File: src/rtl/keypad_entry_ctrl_if.sv
// Keypad entry bundle: scanner key strobe in, display/commit words out.
// The master side is the scanner and the consumer. The slave side is keypad_entry_ctrl.
interface keypad_entry_ctrl_if;
    logic [3:0]  i_key_code;
    logic        i_key_valid;
    logic [15:0] o_value;
    logic [3:0]  o_blank;
    logic [2:0]  o_digit_cnt;
    logic        o_commit;
    logic [15:0] o_commit_value;
    logic        o_timeout;

    modport master (
        output i_key_code, i_key_valid,
        input  o_value, o_blank, o_digit_cnt, o_commit, o_commit_value, o_timeout
    );

    modport slave (
        input  i_key_code, i_key_valid,
        output o_value, o_blank, o_digit_cnt, o_commit, o_commit_value, o_timeout
    );
endinterface

File: src/rtl/keypad_entry_ctrl.sv
// Multi-digit keypad entry sequencer feeding a 4-digit FND. Digits shift in; BACK, CLEAR and ENTER edit the entry.
// Optional idle auto-clear is enabled by defining ENTRY_TIMEOUT_EN.
//
// state | meaning
// IDLE  | nothing entered, cnt=0, lone 0 shown
// ENTRY | 1..3 digits entered
// FULL  | 4 digits entered, further digits ignored
// SHOW  | committed value displayed, all digits lit
module keypad_entry_ctrl #(
    parameter logic [3:0] KEY_BACK  = 4'hA,
    parameter logic [3:0] KEY_CLEAR = 4'hB,
    parameter logic [3:0] KEY_ENTER = 4'hF
`ifdef ENTRY_TIMEOUT_EN
    ,
    parameter int unsigned TIMEOUT_CYCLES = 500_000_000
`endif
) (
    input  logic               clk,
    input  logic               reset_p,
    keypad_entry_ctrl_if.slave kp
);

    typedef enum logic [1:0] {ST_IDLE, ST_ENTRY, ST_FULL, ST_SHOW} state_t;

    state_t      state_q, state_d;
    logic [15:0] value_q, value_d;
    logic [2:0]  cnt_q, cnt_d;
    logic [3:0]  blank_q, blank_d;
    logic        commit_q, commit_d;
    logic [15:0] commit_value_q, commit_value_d;
    logic        key_acc;
    logic        in_entry;

`ifdef ENTRY_TIMEOUT_EN
    localparam int TMR_W = (TIMEOUT_CYCLES > 2) ? $clog2(TIMEOUT_CYCLES) : 1;
    localparam logic [TMR_W-1:0] TMR_TC = TMR_W'(TIMEOUT_CYCLES - 1);

    logic [TMR_W-1:0] tmr_q, tmr_d;
    logic             timeout_q, timeout_d;
`endif

    assign in_entry = (state_q == ST_ENTRY) || (state_q == ST_FULL);

    always_comb begin
        state_d        = state_q;
        value_d        = value_q;
        cnt_d          = cnt_q;
        commit_d       = 1'b0;
        commit_value_d = commit_value_q;
        key_acc        = 1'b0;

        if (kp.i_key_valid) begin
            if (kp.i_key_code <= 4'd9) begin
                key_acc = 1'b1;
                case (state_q)
                    ST_IDLE, ST_SHOW: begin
                        value_d = {12'h000, kp.i_key_code};
                        cnt_d   = 3'd1;
                        state_d = ST_ENTRY;
                    end
                    ST_ENTRY: begin
                        value_d = {value_q[11:0], kp.i_key_code};
                        cnt_d   = cnt_q + 3'd1;
                        if (cnt_q == 3'd3) state_d = ST_FULL;
                    end
                    default: ;
                endcase
            end else if (kp.i_key_code == KEY_BACK) begin
                key_acc = 1'b1;
                if (in_entry) begin
                    value_d = value_q >> 4;
                    cnt_d   = cnt_q - 3'd1;
                    state_d = (cnt_q == 3'd1) ? ST_IDLE : ST_ENTRY;
                end
            end else if (kp.i_key_code == KEY_CLEAR) begin
                key_acc = 1'b1;
                state_d = ST_IDLE;
                value_d = 16'h0000;
                cnt_d   = 3'd0;
            end else if (kp.i_key_code == KEY_ENTER) begin
                key_acc = 1'b1;
                if (in_entry) begin
                    commit_value_d = value_q;
                    commit_d       = 1'b1;
                    cnt_d          = 3'd0;
                    state_d        = ST_SHOW;
                end
            end
        end

`ifdef ENTRY_TIMEOUT_EN
        // An accepted key on the terminal-count cycle cancels the timeout.
        tmr_d     = '0;
        timeout_d = 1'b0;
        if (!key_acc && in_entry) begin
            if (tmr_q == TMR_TC) begin
                state_d   = ST_IDLE;
                value_d   = 16'h0000;
                cnt_d     = 3'd0;
                timeout_d = 1'b1;
            end else begin
                tmr_d = tmr_q + 1'b1;
            end
        end
`endif

        if (state_d == ST_SHOW) blank_d = 4'b0000;
        else                    blank_d = {cnt_d <= 3'd3, cnt_d <= 3'd2, cnt_d <= 3'd1, 1'b0};
    end

    always_ff @(posedge clk or posedge reset_p) begin
        if (reset_p) begin
            state_q        <= ST_IDLE;
            value_q        <= 16'h0000;
            cnt_q          <= 3'd0;
            blank_q        <= 4'b1110;
            commit_q       <= 1'b0;
            commit_value_q <= 16'h0000;
`ifdef ENTRY_TIMEOUT_EN
            tmr_q          <= '0;
            timeout_q      <= 1'b0;
`endif
        end else begin
            state_q        <= state_d;
            value_q        <= value_d;
            cnt_q          <= cnt_d;
            blank_q        <= blank_d;
            commit_q       <= commit_d;
            commit_value_q <= commit_value_d;
`ifdef ENTRY_TIMEOUT_EN
            tmr_q          <= tmr_d;
            timeout_q      <= timeout_d;
`endif
        end
    end

    assign kp.o_value        = value_q;
    assign kp.o_blank        = blank_q;
    assign kp.o_digit_cnt    = cnt_q;
    assign kp.o_commit       = commit_q;
    assign kp.o_commit_value = commit_value_q;
`ifdef ENTRY_TIMEOUT_EN
    assign kp.o_timeout      = timeout_q;
`else
    assign kp.o_timeout      = 1'b0;
`endif

endmodule

File: src/flat_wrapper.sv
// flat-port wrapper written by rule: the top's interface ports become plain ports
module keypad_entry_ctrl_flat 
#(
    parameter logic [3:0] KEY_BACK  = 4'hA,
    parameter logic [3:0] KEY_CLEAR = 4'hB,
    parameter logic [3:0] KEY_ENTER = 4'hF

)
  (clk, reset_p, kp_i_key_code, kp_i_key_valid, kp_o_value, kp_o_blank, kp_o_digit_cnt, kp_o_commit, kp_o_commit_value, kp_o_timeout);
  keypad_entry_ctrl_if kp_i ();
  input  logic clk;
  input  logic reset_p;
  input wire logic [$bits(kp_i.i_key_code)-1:0] kp_i_key_code;
  input wire logic [$bits(kp_i.i_key_valid)-1:0] kp_i_key_valid;
  output wire logic [$bits(kp_i.o_value)-1:0] kp_o_value;
  output wire logic [$bits(kp_i.o_blank)-1:0] kp_o_blank;
  output wire logic [$bits(kp_i.o_digit_cnt)-1:0] kp_o_digit_cnt;
  output wire logic [$bits(kp_i.o_commit)-1:0] kp_o_commit;
  output wire logic [$bits(kp_i.o_commit_value)-1:0] kp_o_commit_value;
  output wire logic [$bits(kp_i.o_timeout)-1:0] kp_o_timeout;
  assign kp_i.i_key_code = kp_i_key_code;
  assign kp_i.i_key_valid = kp_i_key_valid;
  assign kp_o_value = kp_i.o_value;
  assign kp_o_blank = kp_i.o_blank;
  assign kp_o_digit_cnt = kp_i.o_digit_cnt;
  assign kp_o_commit = kp_i.o_commit;
  assign kp_o_commit_value = kp_i.o_commit_value;
  assign kp_o_timeout = kp_i.o_timeout;
  keypad_entry_ctrl #(.KEY_BACK(KEY_BACK), .KEY_CLEAR(KEY_CLEAR), .KEY_ENTER(KEY_ENTER)) u_core (.clk(clk), .reset_p(reset_p), .kp(kp_i));
endmodule
File: config.mk
export PLATFORM = sky130hd
export DESIGN_NAME = keypad_entry_ctrl_flat
export DESIGN_NICKNAME = d
export VERILOG_FILES = /design/src/rtl/keypad_entry_ctrl_if.sv /design/src/rtl/keypad_entry_ctrl.sv /design/src/flat_wrapper.sv
export SDC_FILE = /design/constraint.sdc
export NUM_CORES = 1
export LEC_CHECK = 0
export CORE_UTILIZATION = 40
export CTS_CLUSTER_DIAMETER = 60
export DETAILED_ROUTE_END_ITERATION = 6
export PLACE_DENSITY = 0.75
export SLEW_MARGIN = 20
export SYNTH_ARGS = -nofsm -noshare
export SYNTH_HDL_FRONTEND = slang
export SYNTH_SLANG_ARGS = --single-unit
File: constraint.sdc
create_clock -name clk -period 2.3 [get_ports clk]
set_input_delay 0.46 -clock clk [delete_from_list [all_inputs] [get_ports clk]]
set_output_delay 0.46 -clock clk [all_outputs]
set_load 0.02 [all_outputs]
# Word-level counts from Yosys, hierarchy flattened
# Cells that the tools add are included.
dict set report classes {
  n_bitwise 3
  add_sub_neg 2
  n_eq_ne 11
  n_lt_le_gt_ge 4
  mux 30
  reduce_logical 6
}
# operator count
set op_table {}
lappend op_table {{$mux 16} 4}
lappend op_table {{$pmux 16 s2} 1}
lappend op_table {{$mux 3} 7}
lappend op_table {{$mux 2} 8}
lappend op_table {{$eq 4x4->1 const B} 3}
lappend op_table {{$mux 1} 7}
lappend op_table {{$eq 2x2->1 const B} 3}
lappend op_table {{$le 3x2->1 const B} 2}
lappend op_table {{$pmux 3 s2} 1}
lappend op_table {{$reduce_and 6->1} 1}
lappend op_table {{$le 4x4->1 const B} 1}
lappend op_table {{$mux 4} 1}
lappend op_table {{$pmux 2 s2} 1}
lappend op_table {{$reduce_and 4->1} 1}
lappend op_table {{$add 3x1->3 const B} 1}
lappend op_table {{$eq 3x1->1 const B} 1}
lappend op_table {{$eq 3x2->1 const B} 1}
lappend op_table {{$le 3x1->1 const B} 1}
lappend op_table {{$ne 3x1->1 const B} 1}
lappend op_table {{$ne 3x2->1 const B} 1}
lappend op_table {{$not 1->1} 3}
lappend op_table {{$reduce_bool 3->1} 1}
lappend op_table {{$sub 3x1->3 const B} 1}
lappend op_table {{$eq 2x1->1 const B} 1}
lappend op_table {{other kinds (3)} 3}
dict set report totals {
  wordCells 62
  in_bits 7
  out_inout_bits 41
  reg_bits 42
}

# Depth between registers and ports, before layout
# Gate-level depths: netlist (run 1).
dict set report depth {
  depth_word 10
  depth_mapped 9
}

# Worst setup path after synthesis (run 1)
# Ideal clock, no wire load.
dict set report synth_path {
  path_kind {register to register}
  startpoint {reg u_core.state_q[0]}
  endpoint {reg u_core.commit_value_q[0] (netlist: u_core.kp.o_commit_value[0])}
  setup_slack_ns 0.266
  t_arrival_ns 1.910
  period_less_slack_ns 2.034
  stages_incl_launch_ff 8
  path_cell_list {dfrtp_1 -> inv_1 -> ha_1 -> buf_2 -> nand2_1 -> nor3_4 -> buf_4 -> mux2_2}
}
dict set report synth_via {
  elab_chain_len 3
  word_cells_on_any_way 4
  classes_between {eq/ne: 2; reduce/logical: 2}
}
# item line
set synth_rtl {}
lappend synth_rtl {{start: declaration} keypad_entry_ctrl.sv:25} ;# state_t state_q, state_d;
lappend synth_rtl {{start signal: assignment} keypad_entry_ctrl.sv:124} ;# state_q <= state_d;
lappend synth_rtl {{$eq 2x1->1 / $eq 2x2->1 (equally long branches)} keypad_entry_ctrl.sv:42} ;# assign in_entry = (state_q == ST_ENTRY) || (state_q == ST_FULL);
lappend synth_rtl {{$logic_or 1x1->1 (*)} keypad_entry_ctrl.sv:42}
lappend synth_rtl {{$reduce_and 6->1 (no line) (*)} -}
lappend synth_rtl {{end signal: assignment} keypad_entry_ctrl.sv:129} ;# commit_value_q <= commit_value_d;
lappend synth_rtl {{end: declaration} keypad_entry_ctrl.sv:30} ;# logic [15:0] commit_value_q, commit_value_d;
# Mark *: on every way between the ends. The rest lies on a longest branch, timed or not.
# A chain may end at the register's enable or synchronous reset.

# Worst setup path in the final report (run 1)
dict set report layout_path {
  startpoint {reg u_core.state_q[1]}
  endpoint {reg u_core.value_q[8] (netlist: u_core.kp.o_value[8])}
}
dict set report layout_via {
  elab_chain_len 4
  word_cells_on_any_way 11
  classes_between {eq/ne: 5; mux: 2; reduce/logical: 4}
}
# item line
set layout_rtl {}
lappend layout_rtl {{$eq 2x2->1 (tied with other cells)} keypad_entry_ctrl.sv:55} ;# case (state_q)
lappend layout_rtl {{$reduce_or 2->1 / $logic_or 1x1->1 (equally long branches)} {keypad_entry_ctrl.sv:55, keypad_entry_ctrl.sv:42}}
lappend layout_rtl {{$ne 3x2->1 (no line) (tied with other cells)} -}
lappend layout_rtl {{$reduce_and 4->1 (no line) / $mux 16 (equally long branches)} -}
lappend layout_rtl {{end signal: assignment} keypad_entry_ctrl.sv:125} ;# value_q <= value_d;
lappend layout_rtl {{end: declaration} keypad_entry_ctrl.sv:26} ;# logic [15:0] value_q, value_d;
# Parallel ways exist; a longest one is shown, timed or not. The select of a mux whose other input is x is not followed.

==> results of run 1 <==
-- cell type report --
| cell class | count | area [um^2] |
|---|---|---|
| inverter | 12 | 45.04 |
| clock buffer | 6 | 72.57 |
| timing repair buffer | 62 | 615.6 |
| tap | 70 | 87.58 |
| fill | 489 | 2278 |
| multi-input combinational | 137 | 1002 |
| sequential | 41 | 1030 |
| clock inverter | 1 | 8.758 |
-- routing by layer --
metal | vias up | track usage, % | part of all wire (%)
met5 | - | 0 | 0
met3 | 5 | 3.748 | 4.3
li1 | 837 | - | -
met4 | 0 | 7.202 | 1.3
met1 | 821 | 26.66 | 48
met2 | 46 | 27.63 | 46
-- path summary, 6_finish.rpt --
kind | from | depth (start not counted) | end | slack [ps]
max | u_core.state_q[1] | 7 | u_core.kp.o_value[8] | 160
min | u_core.kp.o_commit_value[3] | 1 | u_core.kp.o_commit_value[3] | 500
min reg2reg | u_core.kp.o_commit_value[3] | 1 | u_core.kp.o_commit_value[3] | 500
min in group asynchronous | reset_p | 3 | u_core.kp.o_commit_value[9] | 600
max in group asynchronous | reset_p | 3 | u_core.kp.o_blank[3] | 1330
max reg2reg | u_core.state_q[1] | 7 | u_core.kp.o_value[8] | 160
-- what timing repair did --
item	4_1_cts	5_1_grt
endpoints found under the setup margin	0	2
setup buffers	0	0
hold buffers	0	0
endpoints found under the hold margin	0	0
gates resized for setup	0	1
-- power groups by stage --
stage	clock, uW	sequential [uW]	combinational [uW]
6_report	443	1350	1990
5_1_grt	483	1400	2160
4_1_cts	461	1360	2000
3_5_place_dp	0	1360	1990
3_3_place_gp	0	1350	1960
2_1_floorplan	0	1680	733
-- cell usage in the layout (no fill, tap or decap), types with 2 or more instances in the layout --
| master | instances |
|---|---|
| a221oi_1 | 7 |
| clkbuf_8 | 5 |
| nor2b_1 | 7 |
| mux2_2 | 16 |
| o22ai_1 | 3 |
| a221oi_2 | 7 |
| buf_4 | 14 |
| nand3_1 | 5 |
| ha_1 | 9 |
| buf_12 | 3 |
| dfstp_2 | 3 |
| nand2_1 | 20 |
| conb_1 | 2 |
| nor2_1 | 20 |
| clkdlybuf4s50_1 | 45 |
| inv_1 | 12 |
| a21oi_1 | 9 |
| o21ai_0 | 7 |
| o221ai_1 | 2 |
| dfrtp_1 | 38 |
| a211oi_1 | 2 |
-- sequential cells by signal (all words and copies together), names as in the netlist --
register / count
u_core.kp.o_commit_value: 16
u_core.kp.o_value: 16
u_core.kp.o_blank: 3
u_core.kp.o_digit_cnt: 3
u_core.state_q: 2
u_core.kp.o_commit: 1
-- stage by stage --
step / utilization, % / setup slack (ps) / setup TNS, ps
after floorplan: - / 265.6 / 0
after global routing: 55.67 / 18.95 / 0
final: 55.67 / 162.7 / 0
after CTS: 55.57 / 129.5 / 0
after detailed placement: 53.99 / -94.95 / -496.6
after global placement: 53.99 / -50.74 / -113.8
-- worst register-to-register path, cell delays in order, from the launching register on --
cell,delay (ps)
dfrtp_1,340
inv_1,70
ha_1,470
inv_1,140
a221oi_2,410
nand2_4,210
a221oi_1,290
nor2_1,80
-- logic make-up (layout without fill, tap and decap cells) --
kind of cell / after synthesis / in the layout / synth area share, %
adder cells (fa/ha/maj): 9 / 9 / 5.254
multiplexers: 16 / 16 / 8.406
AND/OR/NAND/NOR: 63 / 63 / 14.65
other: 1 / 2 / 0.1750
flip-flops: 41 / 41 / 48.04
buffers and inverters: 25 / 81 / 5.604
AO/OA/AOI/OAI: 47 / 47 / 17.86
==> results.sh, run 1 <==
export IMPL_finalPower_uw=3781
export IMPL_ir_worst_vdd_mv=0.9158
export IMPL_final_cells=329
export IMPL_min_period_over_period_pct=92.93
export IMPL_n_antenna_cell=0
export IMPL_power_frac_comb_pct=52.6
export IMPL_first_global_vias=1587
export IMPL_dp_cells=322
export IMPL_drive_gt1_share_pct=20.85
export IMPL_fin_skew_ps=6.755
export IMPL_ys_warn_count=0
export IMPL_seq_area_frac_synth_pct=48.04
export IMPL_cts_made_buffers=5
export IMPL_avgViaCountPerCell=5.195
export IMPL_synth_avg_cell_area_um2=10.61
export IMPL_gr_usage_all_layers_pct=18.56
export IMPL_clkPwrFrac_pct=11.7
export IMPL_antenna_found_initial=0
export IMPL_vias=1709
export IMPL_worst_slew_pin_slew_ps=496.9
export IMPL_htreeDepth=2
export IMPL_synth_top_area_share_pct=44.37
export IMPL_core_area_mm2=0.005140
export IMPL_crit_arrival_ps=2310
export IMPL_end_kind="register"
export IMPL_drc_errors=0
export IMPL_status="completed"
export IMPL_fin_hold_ws_ps=504.7
export IMPL_internal_power_uw=2231
export IMPL_power_density_mw_per_mm2=1321
export IMPL_area_growth_pct=33.51
export IMPL_setup_viol=0
export IMPL_yosys_top_cells_count="dfrtp_1 (38), nand2_1 (20), nor2_1 (20)"
export IMPL_hp_class="reg -> reg"
export IMPL_relSlewSlack_pct=66.02
export IMPL_cts_tree="built"
export IMPL_cpPeakStageDelay_ps=470
export IMPL_syn_inst=202
export IMPL_final_nets=275
export IMPL_ios=48
export IMPL_p_seq_share_pct=35.7
export IMPL_crit_buf_inv=2
export IMPL_worstSetupStartpointType="register"
export IMPL_first_pass_iters=4
export IMPL_synth_most_common_cell="dfrtp_1"
export IMPL_crit_family="compound AO/OA/AOI/OAI gates"
export IMPL_p_sw_share_pct=40.98
export IMPL_final_hold_viol_count=0
export IMPL_cts_root_buf="clkbuf_8"
export IMPL_ys_flop_type="dfrtp_1"
export IMPL_die_x_um=75.20
export IMPL_critical_path_most_common_cell="inv_1"
export IMPL_cap_violations=0
export IMPL_portBuffers=45
export IMPL_yosysUniqueCellTypes=40
export IMPL_async_reset_ff_share_pct=100.0
export IMPL_slew_violations=0
export IMPL_clock_latency_ps=290
export IMPL_start_util_pct=41.70
export IMPL_crit_chain="inv_1 -> ha_1 -> inv_1 -> a221oi_2 -> nand2_4 -> a221oi_1 -> nor2_1"
export IMPL_drt_total_wl_mm=4.740
export IMPL_clk_pin_slew_ps=70
export IMPL_grt_remaining_overflow=0
export IMPL_crit_required_ps=2470
export IMPL_synth_area_leader_cell="dfrtp_1"
export IMPL_syn_area_mm2=0.002143
export IMPL_die_h_um=75.20
export IMPL_grt_pass1_wl_mm=7.741
export IMPL_cpMaxStageDelayCell="ha_1"
export IMPL_ys_ff_latch=41
export IMPL_layout_min_cycle_time_ps=2137
export IMPL_gp_congestion=0.8762
export IMPL_clockBufferDepth=2
export IMPL_hpwl_mm=3.499
export IMPL_worstSetupPathType="reg -> reg"
export IMPL_synth_area_leaders="dfrtp_1 (44%), mux2_2 (8.4%), ha_1 (5.3%), a221oi_2 (4.9%), dfstp_2 (3.7%)"
export IMPL_row_count=26
export IMPL_switching_power_uw=1549
export IMPL_die_area_mm2=0.005655
export IMPL_first_iter_violations=104
export IMPL_leakagePower_uw=0.001272
export IMPL_rsz0062_at_grt="no"
export IMPL_critPathMaxFanout=16
export IMPL_synth_edff_count=0
export IMPL_clkSinkCount=41
export IMPL_design_area_mm2=0.002861
export IMPL_grt_max_degree=42
export IMPL_wl_per_cell_um=14.41
export IMPL_antenna_left=0
export IMPL_fmax_ghz=0.4679
export IMPL_dpl_cell_area_mm2=0.002775
Note: power is estimated with default switching activity, not from simulation.
==> run 2: changes to the inputs <==
--- a/config.mk
+++ b/config.mk
@@ -5,10 +5,11 @@
 export SDC_FILE = /design/constraint.sdc
 export NUM_CORES = 1
 export LEC_CHECK = 0
-export CORE_UTILIZATION = 40
+export CORE_UTILIZATION = 50
 export CTS_CLUSTER_DIAMETER = 60
 export DETAILED_ROUTE_END_ITERATION = 6
-export PLACE_DENSITY = 0.75
+export MAX_ROUTING_LAYER = met4
+export PLACE_DENSITY = 0.88
 export SLEW_MARGIN = 20
 export SYNTH_ARGS = -nofsm -noshare
 export SYNTH_HDL_FRONTEND = slang
==> run 2 against run 1 <==
  * Fmax rose by 1.3%
  * Cell count decreased by 5.5%
  * Worst hold slack improved by 2.2 ps
  * Flip-flop and latch count stayed put
  * Sequential share of layout area is 0.095 points higher
  * Critical path type is now in -> reg
  * Largest power group unchanged
  * Highest routed layer unchanged
==> results.sh, run 2 (synthesis results as in run 1) <==
export IMPL_grt_pass1_wl_mm=7.714
export IMPL_final_nets=276
export IMPL_end_kind="register"
export IMPL_core_area_mm2=0.004058
export IMPL_cpMaxStageDelayCell="clkdlybuf4s50_1"
export IMPL_worstSetupPathType="in -> reg"
export IMPL_n_antenna_cell=0
export IMPL_grt_remaining_overflow=0
export IMPL_layout_min_cycle_time_ps=2110
export IMPL_final_hold_viol_count=0
export IMPL_drc_errors=0
export IMPL_antenna_left=0
export IMPL_gp_congestion=0.8698
export IMPL_crit_family="compound AO/OA/AOI/OAI gates"
export IMPL_hpwl_mm=3.402
export IMPL_finalPower_uw=3855
export IMPL_area_growth_pct=33.16
export IMPL_status="completed"
export IMPL_portBuffers=45
export IMPL_leakagePower_uw=0.001282
export IMPL_drt_total_wl_mm=4.790
export IMPL_grt_max_degree=42
export IMPL_dpl_cell_area_mm2=0.002733
export IMPL_gr_usage_all_layers_pct=23.81
export IMPL_clkSinkCount=41
export IMPL_slew_violations=0
export IMPL_htreeDepth=2
export IMPL_worst_slew_pin_slew_ps=510.3
export IMPL_crit_arrival_ps=2320
export IMPL_cpPeakStageDelay_ps=530
export IMPL_final_cell_mix="clkdlybuf4s50_1 (45), dfrtp_1 (38), nand2_1 (20), nor2_1 (20), buf_4 (17)"
export IMPL_final_common_cell="clkdlybuf4s50_1"
export IMPL_design_area_mm2=0.002854
export IMPL_start_util_pct=52.82
export IMPL_fin_skew_ps=4.651
export IMPL_fmax_ghz=0.4739
export IMPL_worst_slack_ps=189.8
export IMPL_crit_buf_inv=2
export IMPL_dpl_worst_slack_ps=-140.2
export IMPL_cts_setup_buffers=0
export IMPL_first_iter_violations=97
export IMPL_first_pass_iters=6
export IMPL_hp_class="reg -> reg"
export IMPL_clockBufferDepth=2
export IMPL_clk_pin_slew_ps=70
export IMPL_rsz0062_at_grt="no"
export IMPL_clock_latency_ps=290
export IMPL_nFillCells=305
export IMPL_crit_chain="clkdlybuf4s50_1 -> buf_4 -> o21ai_0 -> a41oi_1 -> o221ai_1 -> a221oi_2"
export IMPL_path_depth=6
export IMPL_drive_gt1_share_pct=22.22
export IMPL_setup_viol=0
export IMPL_min_period_over_period_pct=91.75
export IMPL_worstSetupStartpointType="primary input"
export IMPL_avgViaCountPerCell=5.637
export IMPL_antenna_found_initial=0
export IMPL_cts_tree="built"
export IMPL_die_area_mm2=0.004552
export IMPL_relSlewSlack_pct=65.10
export IMPL_reg2reg_depth=7
export IMPL_ir_worst_vdd_mv=0.8044
export IMPL_cts_root_buf="clkbuf_8"
export IMPL_row_count=23
export IMPL_critPathMaxFanout=7
export IMPL_ios=48
export IMPL_fin_hold_ws_ps=506.8
export IMPL_power_density_mw_per_mm2=1351
export IMPL_holdPathStages=1
export IMPL_wl_per_cell_um=15.40
export IMPL_first_global_vias=1607
export IMPL_crit_required_ps=2510
export IMPL_cap_violations=0
export IMPL_die_x_um=67.47
export IMPL_die_h_um=67.47
export IMPL_cts_made_buffers=5
export IMPL_vias=1753
## run 2: worst register-to-register path, stage by stage (launching register included)
cell and delay, ps:
dfrtp_1 430, inv_1 90, ha_2 430, inv_1 130
a221oi_4 360, nand2_4 200, a221oi_1 260, nor2_1 70
## run 2: stage by stage
stage / util [%] / cells / setup TNS, ps
after global placement: 67.35 / 303 / -246.1
after global routing: 70.34 / 311 / 0
after CTS: 69.84 / 311 / 0
final: 70.34 / 311 / 0
after detailed placement: 67.35 / 303 / -1245
after floorplan: - / 203 / 0
## run 2: where the power goes
part / switching (uW) / internal [uW] / total (uW) / leakage [uW]
sequential: 308 / 1050 / 1360 / 0.000513
clock: 240 / 271 / 511 / 0.0000542
combinational: 1020 / 962 / 1980 / 0.000715
total: 1570 / 2290 / 3860 / 0.00128
## run 2: metal layers
layer  global-route usage (%)  part of all wire, %  up-vias
li1                         -                    -      834
met1                    32.47                   45      838
met2                    34.41                   47       76
met3                    6.757                  6.9        5
met4                    6.649                  1.1        0
met5                        -                    0        -
## run 2: timing repair
| action | 4_1_cts | 5_1_grt |
|---|---|---|
| gates resized for setup | 0 | 4 |
| hold buffers | 0 | 0 |
| setup endpoints to repair | 0 | 12 |
| endpoints found under the hold margin | 0 | 0 |
## run 2: worst paths after layout
check | start | slack [ps] | endpoint
hold reg to reg | u_core.kp.o_commit_value[5] | 510 | u_core.kp.o_commit_value[5]
setup reg to reg | u_core.state_q[0] | 210 | u_core.kp.o_value[10]
max in group asynchronous | reset_p | 1350 | u_core.kp.o_blank[3]
min in group asynchronous | reset_p | 590 | u_core.kp.o_commit_value[1]
setup / recovery | kp_i_key_code[1] | 190 | u_core.kp.o_blank[2]
hold / removal | u_core.kp.o_commit_value[5] | 510 | u_core.kp.o_commit_value[5]
## run 2: layout make-up
| type | instances | area, um^2 | share of cell area (%) |
|---|---|---|---|
| Clock buffer | 7 | 96.34 | 3.376 |
| Sequential cell | 41 | 1030 | 36.08 |
| Clock inverter | 1 | 5.005 | 0.1754 |
| Tap cell | 50 | 62.56 | 2.192 |
| Inverter | 12 | 45.04 | 1.578 |
| Multi-Input combinational cell | 137 | 1017 | 35.64 |
| Timing Repair Buffer | 63 | 598.1 | 20.96 |
==> run 3: changes to the inputs <==
--- a/config.mk
+++ b/config.mk
@@ -5,11 +5,11 @@
 export SDC_FILE = /design/constraint.sdc
 export NUM_CORES = 1
 export LEC_CHECK = 0
-export CORE_UTILIZATION = 50
+export CORE_MARGIN = 2
+export CORE_UTILIZATION = 36
 export CTS_CLUSTER_DIAMETER = 60
 export DETAILED_ROUTE_END_ITERATION = 6
 export MAX_ROUTING_LAYER = met4
-export PLACE_DENSITY = 0.88
 export SLEW_MARGIN = 20
 export SYNTH_ARGS = -nofsm -noshare
 export SYNTH_HDL_FRONTEND = slang
==> run 3 against run 2 <==
  * Largest cell class unchanged
  * Critical endpoint is now u_core.kp.o_value[9]
  * Worst hold slack about the same
  * Worst setup slack better by 90 ps
  * Highest routed layer unchanged
  * Sequential power about the same
  * Via count down 1.0%
  * Total power up 0.30%
  * Clock skew up 5.3 ps
==> results.sh, run 3 (synthesis results as in run 1) <==
export IMPL_cts_setup_buffers=0
export IMPL_power_density_mw_per_mm2=1311
export IMPL_multi_input_area_um2=997.2
export IMPL_rsz0062_at_grt="no"
export IMPL_leakagePower_uw=0.001320
export IMPL_worst_slack_ps=279.5
export IMPL_final_hold_viol_count=0
export IMPL_cts_made_buffers=5
export IMPL_postCtsHoldBufs=0
export IMPL_p_seq_share_pct=34.7
export IMPL_antenna_left=0
export IMPL_fin_skew_ps=9.963
export IMPL_die_h_um=81.16
export IMPL_slew_violations=0
export IMPL_clock_latency_ps=290
export IMPL_dpl_worst_slack_ps=11.51
export IMPL_cap_violations=0
export IMPL_holdPathEnd="u_core.kp.o_commit_value[3]"
export IMPL_ctsResizeCount=0
export IMPL_hpwl_mm=3.588
export IMPL_ios=48
export IMPL_ir_worst_vdd_mv=0.7491
export IMPL_cts_tree="built"
export IMPL_wl_per_cell_um=14.02
export IMPL_power_frac_comb_pct=52.8
export IMPL_dr_wl_met2_mm=2.204
export IMPL_first_pass_iters=4
export IMPL_seqCellArea_mm2=0.001030
export IMPL_layout_min_cycle_time_ps=2021
export IMPL_holdPathStages=1
export IMPL_die_area_mm2=0.006587
export IMPL_avgViaCountPerCell=5.029
export IMPL_crit_arrival_ps=2190
export IMPL_r2r_start="u_core.state_q[1]"
export IMPL_grt_max_degree=42
export IMPL_setup_tns_final_ps=0
export IMPL_reg2reg_slack_ps=280
export IMPL_n_antenna_cell=0
export IMPL_reg2reg_depth=8
export IMPL_switching_power_uw=1550
export IMPL_row_count=28
export IMPL_gp_congestion=0.8753
export IMPL_core_area_mm2=0.005851
export IMPL_p_sw_share_pct=40.09
export IMPL_critPathMaxFanout=6
export IMPL_first_global_vias=1647
export IMPL_antenna_found_initial=0
export IMPL_nFillCells=530
export IMPL_min_period_over_period_pct=87.85
export IMPL_clkSinkCount=41
export IMPL_start_util_pct=36.63
export IMPL_final_nets=285
export IMPL_htreeDepth=2
export IMPL_relSlewSlack_pct=66.86
export IMPL_cts_root_buf="clkbuf_8"
export IMPL_fmax_ghz=0.4949
export IMPL_min_from="u_core.kp.o_commit_value[3]"
export IMPL_final_common_cell="clkdlybuf4s50_1"
export IMPL_clk_pin_slew_ps=80
export IMPL_r2r_end="u_core.kp.o_value[9]"
export IMPL_met3_length_um=197
export IMPL_final_cell_mix="clkdlybuf4s50_1 (45), dfrtp_1 (38), buf_4 (24), nand2_1 (20), nor2_1 (20)"
export IMPL_hp_class="reg -> reg"
export IMPL_grt_pass1_wl_mm=8.245
export IMPL_drt_total_wl_mm=4.836
export IMPL_clkPwrFrac_pct=12.5
export IMPL_internal_power_uw=2317
export IMPL_drive_gt1_share_pct=24.07
export IMPL_status="completed"
export IMPL_worst_slew_pin_slew_ps=484.6
export IMPL_crit_required_ps=2470
export IMPL_clockBufferDepth=2
export IMPL_dr_max_layer_used="met4"
export IMPL_end_kind="register"
export IMPL_vias=1735
export IMPL_die_x_um=81.16
export IMPL_gr_usage_all_layers_pct=16.63
export IMPL_first_iter_violations=109
export IMPL_setup_viol=0
export IMPL_worstSetupStartpointType="register"
export IMPL_met1_length_mm=2.415
export IMPL_area_growth_pct=37.65
export IMPL_drc_errors=0
export IMPL_portBuffers=45
export IMPL_worstSetupPathType="reg -> reg"
export IMPL_grt_remaining_overflow=0
[run 3: cell count changes in the layout (fill, tap and decap cells not counted), sizes merged]
cell,previous run,this run
buf,18,27
clkinv,1,0
clkinvlp,0,1
[run 3: layer usage]
layer / global-route usage (%) / vias up
met5: - / -
met4: 3.390 / 0
met3: 4.333 / 2
met2: 24.79 / 38
met1: 22.97 / 842
li1: - / 853
[run 3: worst max path at each step]
stage | from | cells after the start | to
final | u_core.state_q[1] | 8 | u_core.kp.o_value[9]
after global routing | u_core.state_q[1] | 8 | u_core.kp.o_value[7]
after CTS | u_core.state_q[1] | 8 | u_core.kp.o_value[9]
after detailed placement | kp_i_key_code[1] | 7 | u_core.kp.o_commit_value[5]
after global placement | kp_i_key_code[1] | 7 | u_core.kp.o_commit_value[7]
after floorplan | u_core.state_q[0] | 7 | u_core.kp.o_commit_value[0]
[run 3: cell type report]
class | instances | share of cell area (%)
clock buffers | 7 | 2.926
clock inverters | 1 | 0.2545
inverters | 12 | 1.527
multi-input cells | 137 | 33.80
flip-flops and latches | 41 | 34.90
well taps | 75 | 3.181
repair buffers | 72 | 23.41
[run 3: critical path, stage by stage (launching register included)]
cell	delay, ps
dfrtp_1	380
inv_1	90
ha_1	370
nor2b_1	170
a221oi_2	300
nand2_2	100
buf_4	170
a221oi_1	250
nor2_1	70
[run 3: per-stage QoR]
step                power, uW  cells  hold slack, ps  utilization (%)  instance area [um^2]
floorplan                2417    203           606.0                -                  2147
global placement         3405    337           488.6            48.82                  2856
detailed placement       3409    337           495.6            48.82                  2856
CTS                      3903    345           512.9            50.43                  2950
global route             4155    345           526.8            50.43                  2950
finish                   3867    345           507.0            50.43                  2950
[run 3: power by group through the flow]
stage	Sequential [uW]	Combinational, uW	Clock (uW)
floorplan	1680	733	0
global placement	1360	2040	0
detailed placement	1360	2050	0
CTS	1350	2060	498
global route	1400	2220	537
finish	1340	2040	482
